--- src/rtl/multicycle_ctrl_pkg.sv ---
// ----------------------------------------------------------------------------
// ctrl_pkg
// Shared definitions for the multicycle RV32I control unit: FSM state enum,
// RV32I opcode values, immediate-extender select codes, ALU operation codes
// and the operation class handed to the ALU decoder.
// ----------------------------------------------------------------------------
package ctrl_pkg;

  // Controller states (16 states fill a 4-bit encoding exactly)
  typedef enum logic [3:0] {
    S_FETCH   = 4'd0,
    S_DECODE  = 4'd1,
    S_MEMADR  = 4'd2,
    S_MEMRD   = 4'd3,
    S_MEMWB   = 4'd4,
    S_MEMWR   = 4'd5,
    S_EXEC_R  = 4'd6,
    S_EXEC_I  = 4'd7,
    S_ALUWB   = 4'd8,
    S_BRANCH  = 4'd9,
    S_JAL     = 4'd10,
    S_JALR    = 4'd11,
    S_JALR_WB = 4'd12,
    S_LUI     = 4'd13,
    S_AUIPC   = 4'd14,
    S_TRAP    = 4'd15
  } state_e;

  // Operation class selecting how the ALU decoder interprets funct fields
  typedef enum logic [1:0] {
    ACLS_ADD = 2'd0,
    ACLS_SUB = 2'd1,
    ACLS_R   = 2'd2,
    ACLS_I   = 2'd3
  } alu_class_e;

  // RV32I major opcodes (instr[6:0])
  localparam logic [6:0] OPC_LOAD   = 7'b0000011;
  localparam logic [6:0] OPC_STORE  = 7'b0100011;
  localparam logic [6:0] OPC_OP     = 7'b0110011;
  localparam logic [6:0] OPC_OPIMM  = 7'b0010011;
  localparam logic [6:0] OPC_BRANCH = 7'b1100011;
  localparam logic [6:0] OPC_JAL    = 7'b1101111;
  localparam logic [6:0] OPC_JALR   = 7'b1100111;
  localparam logic [6:0] OPC_LUI    = 7'b0110111;
  localparam logic [6:0] OPC_AUIPC  = 7'b0010111;

  // Immediate extender selects
  localparam logic [2:0] IMM_I = 3'b000;
  localparam logic [2:0] IMM_S = 3'b001;
  localparam logic [2:0] IMM_B = 3'b010;
  localparam logic [2:0] IMM_U = 3'b011;
  localparam logic [2:0] IMM_J = 3'b100;

  // ALU operation codes
  localparam logic [3:0] ALU_ADD  = 4'b0000;
  localparam logic [3:0] ALU_SUB  = 4'b0001;
  localparam logic [3:0] ALU_AND  = 4'b0010;
  localparam logic [3:0] ALU_OR   = 4'b0011;
  localparam logic [3:0] ALU_XOR  = 4'b0100;
  localparam logic [3:0] ALU_SLL  = 4'b0101;
  localparam logic [3:0] ALU_SRL  = 4'b0110;
  localparam logic [3:0] ALU_SRA  = 4'b0111;
  localparam logic [3:0] ALU_SLT  = 4'b1000;
  localparam logic [3:0] ALU_SLTU = 4'b1001;

  // Immediate format for an opcode; R-type and unknown opcodes give I (000)
  function automatic logic [2:0] imm_src_f(input logic [6:0] opcode);
    logic [2:0] sel;
    case (opcode)
      OPC_STORE:          sel = IMM_S;
      OPC_BRANCH:         sel = IMM_B;
      OPC_LUI, OPC_AUIPC: sel = IMM_U;
      OPC_JAL:            sel = IMM_J;
      default:            sel = IMM_I;
    endcase
    return sel;
  endfunction

endpackage

--- src/rtl/multicycle_ctrl_alu_decoder.sv ---
// ----------------------------------------------------------------------------
// alu_decoder
// Combinational mapping from (operation class, funct3, funct7[5]) to the ALU
// operation code.
//   class_i     : ADD / SUB force the operation; R / I decode funct fields
//   funct3_i    : instr[14:12]
//   funct7b5_i  : instr[30]
//   alu_ctrl_o  : ALU operation code
// ----------------------------------------------------------------------------
module alu_decoder
  import ctrl_pkg::*;
(
  input  alu_class_e  class_i,
  input  logic [2:0]  funct3_i,
  input  logic        funct7b5_i,
  output logic [3:0]  alu_ctrl_o
);

  logic [3:0] alu_ctrl_s;

  // Operation select; funct7[5] only distinguishes SUB (R-type) and SRA
  always_comb begin
    alu_ctrl_s = ALU_ADD;
    case (class_i)
      ACLS_ADD: alu_ctrl_s = ALU_ADD;
      ACLS_SUB: alu_ctrl_s = ALU_SUB;
      ACLS_R, ACLS_I: begin
        case (funct3_i)
          3'b000: begin
            // ADDI carries immediate bits in funct7, so never SUB for I-type
            if ((class_i == ACLS_R) && funct7b5_i) alu_ctrl_s = ALU_SUB;
            else                                   alu_ctrl_s = ALU_ADD;
          end
          3'b001: alu_ctrl_s = ALU_SLL;
          3'b010: alu_ctrl_s = ALU_SLT;
          3'b011: alu_ctrl_s = ALU_SLTU;
          3'b100: alu_ctrl_s = ALU_XOR;
          3'b101: begin
            if (funct7b5_i) alu_ctrl_s = ALU_SRA;
            else            alu_ctrl_s = ALU_SRL;
          end
          3'b110: alu_ctrl_s = ALU_OR;
          3'b111: alu_ctrl_s = ALU_AND;
          default: alu_ctrl_s = ALU_ADD;
        endcase
      end
      default: alu_ctrl_s = ALU_ADD;
    endcase
  end

  assign alu_ctrl_o = alu_ctrl_s;

endmodule

--- src/rtl/multicycle_ctrl.sv ---
// ----------------------------------------------------------------------------
// multicycle_ctrl
// Main control FSM of the multicycle RV32I datapath. Sequences fetch, decode,
// execute, memory and writeback over one ALU, one unified memory port and the
// immediate extender, and handshakes with a variable-latency memory.
//   clk_i, rst_ni      : clock, asynchronous active-low reset
//   instr_i            : latched instruction register
//   branch_taken_i     : comparator result for the current branch
//   mem_ready_i        : memory completes the current request this cycle
//   mem_req_o, MemWrite_o, AdrSrc_o             : memory port control
//   IRWrite_o, PCWrite_o, RegWrite_o            : single-cycle write enables
//   ImmSrc_o, ALUSrcA_o, ALUSrcB_o, ALUControl_o, ResultSrc_o : datapath selects
//   illegal_o          : sticky, an unsupported opcode was decoded
// ----------------------------------------------------------------------------
module multicycle_ctrl
  import ctrl_pkg::*;
#(
  parameter int DATA_WIDTH = 32
) (
  input  logic                  clk_i,
  input  logic                  rst_ni,
  input  logic [DATA_WIDTH-1:0] instr_i,
  input  logic                  branch_taken_i,
  input  logic                  mem_ready_i,
  output logic                  mem_req_o,
  output logic                  MemWrite_o,
  output logic                  AdrSrc_o,
  output logic                  IRWrite_o,
  output logic                  PCWrite_o,
  output logic                  RegWrite_o,
  output logic [2:0]            ImmSrc_o,
  output logic [1:0]            ALUSrcA_o,
  output logic [1:0]            ALUSrcB_o,
  output logic [3:0]            ALUControl_o,
  output logic [1:0]            ResultSrc_o,
  output logic                  illegal_o
);

  state_e     state_q, state_d;
  logic       illegal_q;

  logic [6:0] opcode_s;
  logic [2:0] funct3_s;
  logic       funct7b5_s;
  logic       unused_instr_s;

  alu_class_e alu_class_s;
  logic [3:0] alu_ctrl_s;

  logic       mem_req_s, mem_write_s, adr_src_s;
  logic       ir_write_s, pc_write_s, reg_write_s;
  logic [1:0] src_a_s, src_b_s, result_src_s;

  assign opcode_s   = instr_i[6:0];
  assign funct3_s   = instr_i[14:12];
  assign funct7b5_s = instr_i[30];
  // Register indices and remaining immediate bits are datapath-only
  assign unused_instr_s = ^{instr_i[DATA_WIDTH-1:31], instr_i[29:15], instr_i[11:7]};

  alu_decoder u_alu_decoder (
    .class_i    (alu_class_s),
    .funct3_i   (funct3_s),
    .funct7b5_i (funct7b5_s),
    .alu_ctrl_o (alu_ctrl_s)
  );

  // Next-state and Moore control decode, with the ready/taken gated enables
  always_comb begin
    state_d      = state_q;
    mem_req_s    = 1'b0;
    mem_write_s  = 1'b0;
    adr_src_s    = 1'b0;
    ir_write_s   = 1'b0;
    pc_write_s   = 1'b0;
    reg_write_s  = 1'b0;
    src_a_s      = 2'b00;
    src_b_s      = 2'b00;
    result_src_s = 2'b00;
    alu_class_s  = ACLS_ADD;
    case (state_q)
      S_FETCH: begin
        mem_req_s    = 1'b1;
        src_b_s      = 2'b10;
        result_src_s = 2'b10;
        ir_write_s   = mem_ready_i;
        pc_write_s   = mem_ready_i;
        if (mem_ready_i) state_d = S_DECODE;
        else             state_d = S_FETCH;
      end
      S_DECODE: begin
        src_a_s = 2'b01;
        src_b_s = 2'b01;
        case (opcode_s)
          OPC_LOAD, OPC_STORE: state_d = S_MEMADR;
          OPC_OP:              state_d = S_EXEC_R;
          OPC_OPIMM:           state_d = S_EXEC_I;
          OPC_BRANCH:          state_d = S_BRANCH;
          OPC_JAL:             state_d = S_JAL;
          OPC_JALR:            state_d = S_JALR;
          OPC_LUI:             state_d = S_LUI;
          OPC_AUIPC:           state_d = S_AUIPC;
          default:             state_d = S_TRAP;
        endcase
      end
      S_MEMADR: begin
        src_a_s = 2'b10;
        src_b_s = 2'b01;
        // Only load/store reach here; bit 5 separates STORE from LOAD
        if (opcode_s[5]) state_d = S_MEMWR;
        else             state_d = S_MEMRD;
      end
      S_MEMRD: begin
        mem_req_s = 1'b1;
        adr_src_s = 1'b1;
        if (mem_ready_i) state_d = S_MEMWB;
        else             state_d = S_MEMRD;
      end
      S_MEMWB: begin
        result_src_s = 2'b01;
        reg_write_s  = 1'b1;
        state_d      = S_FETCH;
      end
      S_MEMWR: begin
        mem_req_s   = 1'b1;
        mem_write_s = 1'b1;
        adr_src_s   = 1'b1;
        if (mem_ready_i) state_d = S_FETCH;
        else             state_d = S_MEMWR;
      end
      S_EXEC_R: begin
        src_a_s     = 2'b10;
        src_b_s     = 2'b00;
        alu_class_s = ACLS_R;
        state_d     = S_ALUWB;
      end
      S_EXEC_I: begin
        src_a_s     = 2'b10;
        src_b_s     = 2'b01;
        alu_class_s = ACLS_I;
        state_d     = S_ALUWB;
      end
      S_ALUWB: begin
        result_src_s = 2'b00;
        reg_write_s  = 1'b1;
        state_d      = S_FETCH;
      end
      S_BRANCH: begin
        src_a_s      = 2'b10;
        src_b_s      = 2'b00;
        alu_class_s  = ACLS_SUB;
        result_src_s = 2'b00;
        pc_write_s   = branch_taken_i;
        state_d      = S_FETCH;
      end
      S_JAL: begin
        // PC takes the target computed in DECODE; ALU forms OldPC+4 for rd
        src_a_s      = 2'b01;
        src_b_s      = 2'b10;
        result_src_s = 2'b00;
        pc_write_s   = 1'b1;
        state_d      = S_ALUWB;
      end
      S_JALR: begin
        src_a_s      = 2'b10;
        src_b_s      = 2'b01;
        result_src_s = 2'b10;
        pc_write_s   = 1'b1;
        state_d      = S_JALR_WB;
      end
      S_JALR_WB: begin
        src_a_s      = 2'b01;
        src_b_s      = 2'b10;
        result_src_s = 2'b10;
        reg_write_s  = 1'b1;
        state_d      = S_FETCH;
      end
      S_LUI: begin
        src_a_s = 2'b11;
        src_b_s = 2'b01;
        state_d = S_ALUWB;
      end
      S_AUIPC: begin
        src_a_s = 2'b01;
        src_b_s = 2'b01;
        state_d = S_ALUWB;
      end
      S_TRAP: begin
        state_d = S_TRAP;
      end
      default: begin
        state_d = S_FETCH;
      end
    endcase
  end

  // State register and sticky illegal flag (set on entry to TRAP)
  always_ff @(posedge clk_i or negedge rst_ni) begin
    if (!rst_ni) begin
      state_q   <= S_FETCH;
      illegal_q <= 1'b0;
    end else begin
      state_q <= state_d;
      if (state_d == S_TRAP) illegal_q <= 1'b1;
      else                   illegal_q <= illegal_q;
    end
  end

  // While reset is held every enable and select is forced low, even though
  // the state already reads FETCH; the fetch request appears on release.
  assign mem_req_o    = rst_ni & mem_req_s;
  assign MemWrite_o   = rst_ni & mem_write_s;
  assign AdrSrc_o     = rst_ni & adr_src_s;
  assign IRWrite_o    = rst_ni & ir_write_s;
  assign PCWrite_o    = rst_ni & pc_write_s;
  assign RegWrite_o   = rst_ni & reg_write_s;
  assign ImmSrc_o     = rst_ni ? imm_src_f(opcode_s) : 3'b000;
  assign ALUSrcA_o    = rst_ni ? src_a_s : 2'b00;
  assign ALUSrcB_o    = rst_ni ? src_b_s : 2'b00;
  assign ALUControl_o = rst_ni ? alu_ctrl_s : 4'b0000;
  assign ResultSrc_o  = rst_ni ? result_src_s : 2'b00;
  assign illegal_o    = illegal_q;

endmodule
--- config.mk ---
export PLATFORM = sky130hd
export DESIGN_NAME = multicycle_ctrl
export DESIGN_NICKNAME = d
export VERILOG_FILES = /design/src/rtl/multicycle_ctrl_pkg.sv /design/src/rtl/multicycle_ctrl_alu_decoder.sv /design/src/rtl/multicycle_ctrl.sv
export SDC_FILE = /design/constraint.sdc
export NUM_CORES = 1
export LEC_CHECK = 0
export CORE_ASPECT_RATIO = 0.8
export CORE_MARGIN = 3
export CORE_UTILIZATION = 36
export DETAILED_ROUTE_END_ITERATION = 8
export PLACE_DENSITY_LB_ADDON = 0.2
export SYNTH_ARGS = -nofsm -noshare
export SYNTH_HDL_FRONTEND = slang
export SYNTH_HIERARCHICAL = 1
export SYNTH_SLANG_ARGS = --single-unit
--- constraint.sdc ---
create_clock -name clk_i -period 2.23 [get_ports clk_i]
set_clock_uncertainty 0.15 [all_clocks]
set_input_delay 0.446 -clock clk_i [delete_from_list [all_inputs] [get_ports clk_i]]
set_output_delay 0.446 -clock clk_i [all_outputs]
set_load 0.005 [all_outputs]
==> flow_summary_export.csv <==
group,metric,value,unit
global_route,grt-ovfl-total,0,
setup_path,crit_top_cell,"buf_4",
synth,synth_compound_area_share,34.1,%
synth,synthArstFlopShare,100,%
power_and_ir_drop,seqPwrFrac,11.7,%
global_route,grt_pass1_wl,5440,µm
die,dieArea,2990,µm²
timing,min_period,2240,ps
setup_path,cp.arrival,1650,ps
setup_path,critPathKind,"flop to output pin",
clocking,clkTransAtPathRegs,40,ps
setup_path,critical_path.max_fanout,6,
route,wirelength_met1,1440,µm
setup_path,worstPathRequired,1630,ps
status,status,"finished, violations left",
power_and_ir_drop,p_sw,641,µW
setup_path,crit_path_max_incr_delay,400,ps
die,num_io_pins,56,
place,place_hpwl,2250,µm
clocking,clock_sinks,5,
setup_path,cp_slowest_cell,"dfrtp_1",
synth,synthMuxAreaShare,1.32,%
final_layout,area_growth,89.1,%
route,firstDrtPassIters,4,
die,rows,15,
power_and_ir_drop,combPwrFrac,81.5,%
final_layout,final_area,1610,µm²
synth,synth_edf_count,0,
global_route,antenna_found_initial,0,
power_and_ir_drop,peakVddDrop,0.811,mV
setup_path,end_kind,"output pin",
place,placed_cell_area,1410,µm²
route,antenna_left,0,
synth,ys_types,46,
synth,synth-simple-area-share,38.1,%
worst_hold_path,hp-class,"input port to asynchronous set/reset pin",
power_and_ir_drop,power.internal,811,µW
timing,rsz0062_at_grt,"yes",
final_layout,fin_util,73.3,%
route,wl_per_cell,15.4,µm
clocking,cts-root-buf,"clkbuf_4",
synth,synth_ff_type,"dfrtp_1",
synth,synth-seq-cells,5,
die,start_util,38.7,%
clocking,clockBufferDepth,2,
setup_path,start_kind,"flop",
global_route,grt_usage,23.1,%
route,routed_wl,3460,µm
synth,synth-xor-area-share,2.06,%
route,vias,1252,
setup_path,crit_buf_inv,4,
timing,finalMaxSlewViolations,0,
final_layout,nets,237,
global_route,grt_max_degree,14,
route,drc,0,
final_layout,drive_gt1_share,46.5,%
timing,setup_viol,1,
power_and_ir_drop,power_density,902,nW/µm²
timing,slew_headroom,75.8,%
clocking,cts_made_buffers,3,
route,via_per_inst,5.56,
route,top_layer,"met4",
timing,fin_ws,-13.1,ps
clocking,clk_latency,230,ps
status,violations,"negative setup slack",
job,drv_cap,0,
clocking,cts_tree,"yes",
setup_path,crit_path_cell_trace,"buf_6 -> buf_4 -> nor2b_1 -> buf_4 -> o311a_1 -> buf_2",
synth,synthCells,120,
power_and_ir_drop,finalPower,1.45,mW
power_and_ir_drop,clockPowerShare,6.8,%
synth,syn_area_per_cell,7.09,µm²
synth,synth_area,851,µm²
synth,synth.yosys.seq_area_share,14.7,%
setup_path,critical_path.top_delay_family,"buffers and inverters",
place,gp_congestion,0.871,
final_layout,insertedDiodeCount,0,
power_and_ir_drop,switching_share,44.2,%
setup_path,rr_worst_depth,9,
timing,hold_viol,0,
synth,syn-num-nets,156,
route,route.met3.wl,166,µm
die,die_h,49.5,µm
setup_path,r2r_slack,190,ps
timing,fin_crit_sh,101,%
setup_path,r2r_start,"state_q[1]",
place,portBuffers,34,
global_route,grt_pass1_vias,1192,
die,core,2200,µm²
timing,setup_tns,-13.1,ps
timing,fmax,0.446,GHz
die,die_w,60.4,µm
timing,worstMarginPinSlew,359,ps
power_and_ir_drop,leakage,0.824,nW
synth,synth_fa_ha_area_share,0,%
setup_path,r2r_end,"illegal_o",
route,met2WireLength,1820,µm
clocking,cts_max_level,1,
synth,synth_top_family_by_area,"simple AND/OR/NAND/NOR gates",
timing,hold_ws,272,ps
clocking,hold_buffers,0,
synth,yosys_warnings,6,
route,drt_iter0_markers,44,
## worst max path at each step
| stage | depth (start not counted) | end | startpoint | slack (ps) |
|---|---|---|---|---|
| after floorplan | 8 | ALUControl_o[0] | state_q[2] | 130 |
| after global placement | 5 | ImmSrc_o[1] | instr_i[4] | -370 |
| after detailed placement | 6 | ALUControl_o[0] | instr_i[13] | -400 |
| after CTS | 5 | IRWrite_o | state_q[1] | -60 |
| after global routing | 8 | ALUControl_o[0] | state_q[1] | -70 |
| final | 6 | ALUSrcB_o[0] | state_q[1] | -10 |
## placed cells by master, fill, tap and decap left out, types with 6 or more instances in the layout
| cell type | n |
|---|---|
| o21ai_0 | 6 |
| nor2_1 | 10 |
| a21oi_1 | 9 |
| clkdlybuf4s50_1 | 6 |
| buf_2 | 6 |
| dlygate4sd2_1 | 14 |
| buf_4 | 45 |
| nand2_1 | 11 |
| buf_6 | 6 |
## logic make-up (layout without fill, tap and decap cells)
| logic type | count (synthesis) | count (layout) |
|---|---|---|
| muxes | 1 | 1 |
| and+or+nand+nor | 59 | 59 |
| AOI/OAI and AO/OA | 40 | 40 |
| buffers and inverters | 13 | 93 |
| xor gates and xnor gates | 2 | 2 |
| DFF | 5 | 5 |
## worst reg2reg max path: stages, from the launching register on
cell	delay, ps
dfrtp_1	400
buf_6	150
buf_4	130
nor2b_1	140
buf_4	150
buf_4	120
and3_1	170
o21ai_1	140
o221ai_2	130
a41o_1	250
## per-stage QoR
step           setup WS, ps  cells
6_report              -13.1    225
3_5_place_dp           -401    204
4_1_cts               -55.9    219
5_1_grt               -68.2    225
3_3_place_gp           -370    204
2_1_floorplan           127    120
## repair_timing
action,4_1_cts,5_1_grt
pin swaps,8,9
setup endpoints to repair,19,13
resized for setup,53,28
buffers inserted,11,6
## metal layers
layer | global-route usage (%) | vias to the layer above
met5 | 0 | -
li1 | - | 597
met2 | 39.6 | 40
met4 | 5.17 | 0
met3 | 0.524 | 4
met1 | 31.8 | 611
## power by group through the flow
stage                     Sequential (mW)  Combinational [mW]  Clock [mW]
after floorplan                     0.149               0.529           0
after global placement              0.161               0.907           0
after detailed placement            0.163               0.931           0
after CTS                           0.160                1.04       0.105
after global routing                0.176                1.28       0.109
final                               0.170                1.18      0.0987
## layout make-up
| class | instances | area [µm²] |
|---|---|---|
| clock buffers | 4 | 26.3 |
| fillers | 169 | 587 |
| inverters | 4 | 15.0 |
| multi-input cells | 102 | 722 |
| flip-flops and latches | 5 | 126 |
| well taps | 25 | 31.3 |
| repair buffers | 85 | 688 |
## cells in the mapped netlist, types with 2 or more instances
master	instances	area [µm²]
a211oi_2	2	25.0
xor2_1	2	17.5
nor2b_1	2	12.5
o21ai_0	7	35.0
buf_6	3	33.8
inv_2	3	11.3
nor4_1	2	12.5
nand2b_1	2	12.5
buf_4	2	15.0
a31oi_1	3	18.8
o21ai_1	2	10.0
and2_1	5	31.3
nor3b_1	5	37.5
nor2_1	13	48.8
nor3_1	7	35.0
dfrtp_1	5	125
a21oi_1	11	55.1
nor2_2	2	12.5
buf_2	3	15.0
nand2_1	13	48.8
## sequential cells by signal, summed over array words and instances, names as in the netlist
signal and cells:
illegal_o 1, state_q 4
Note: power is estimated with default switching activity, not from simulation.
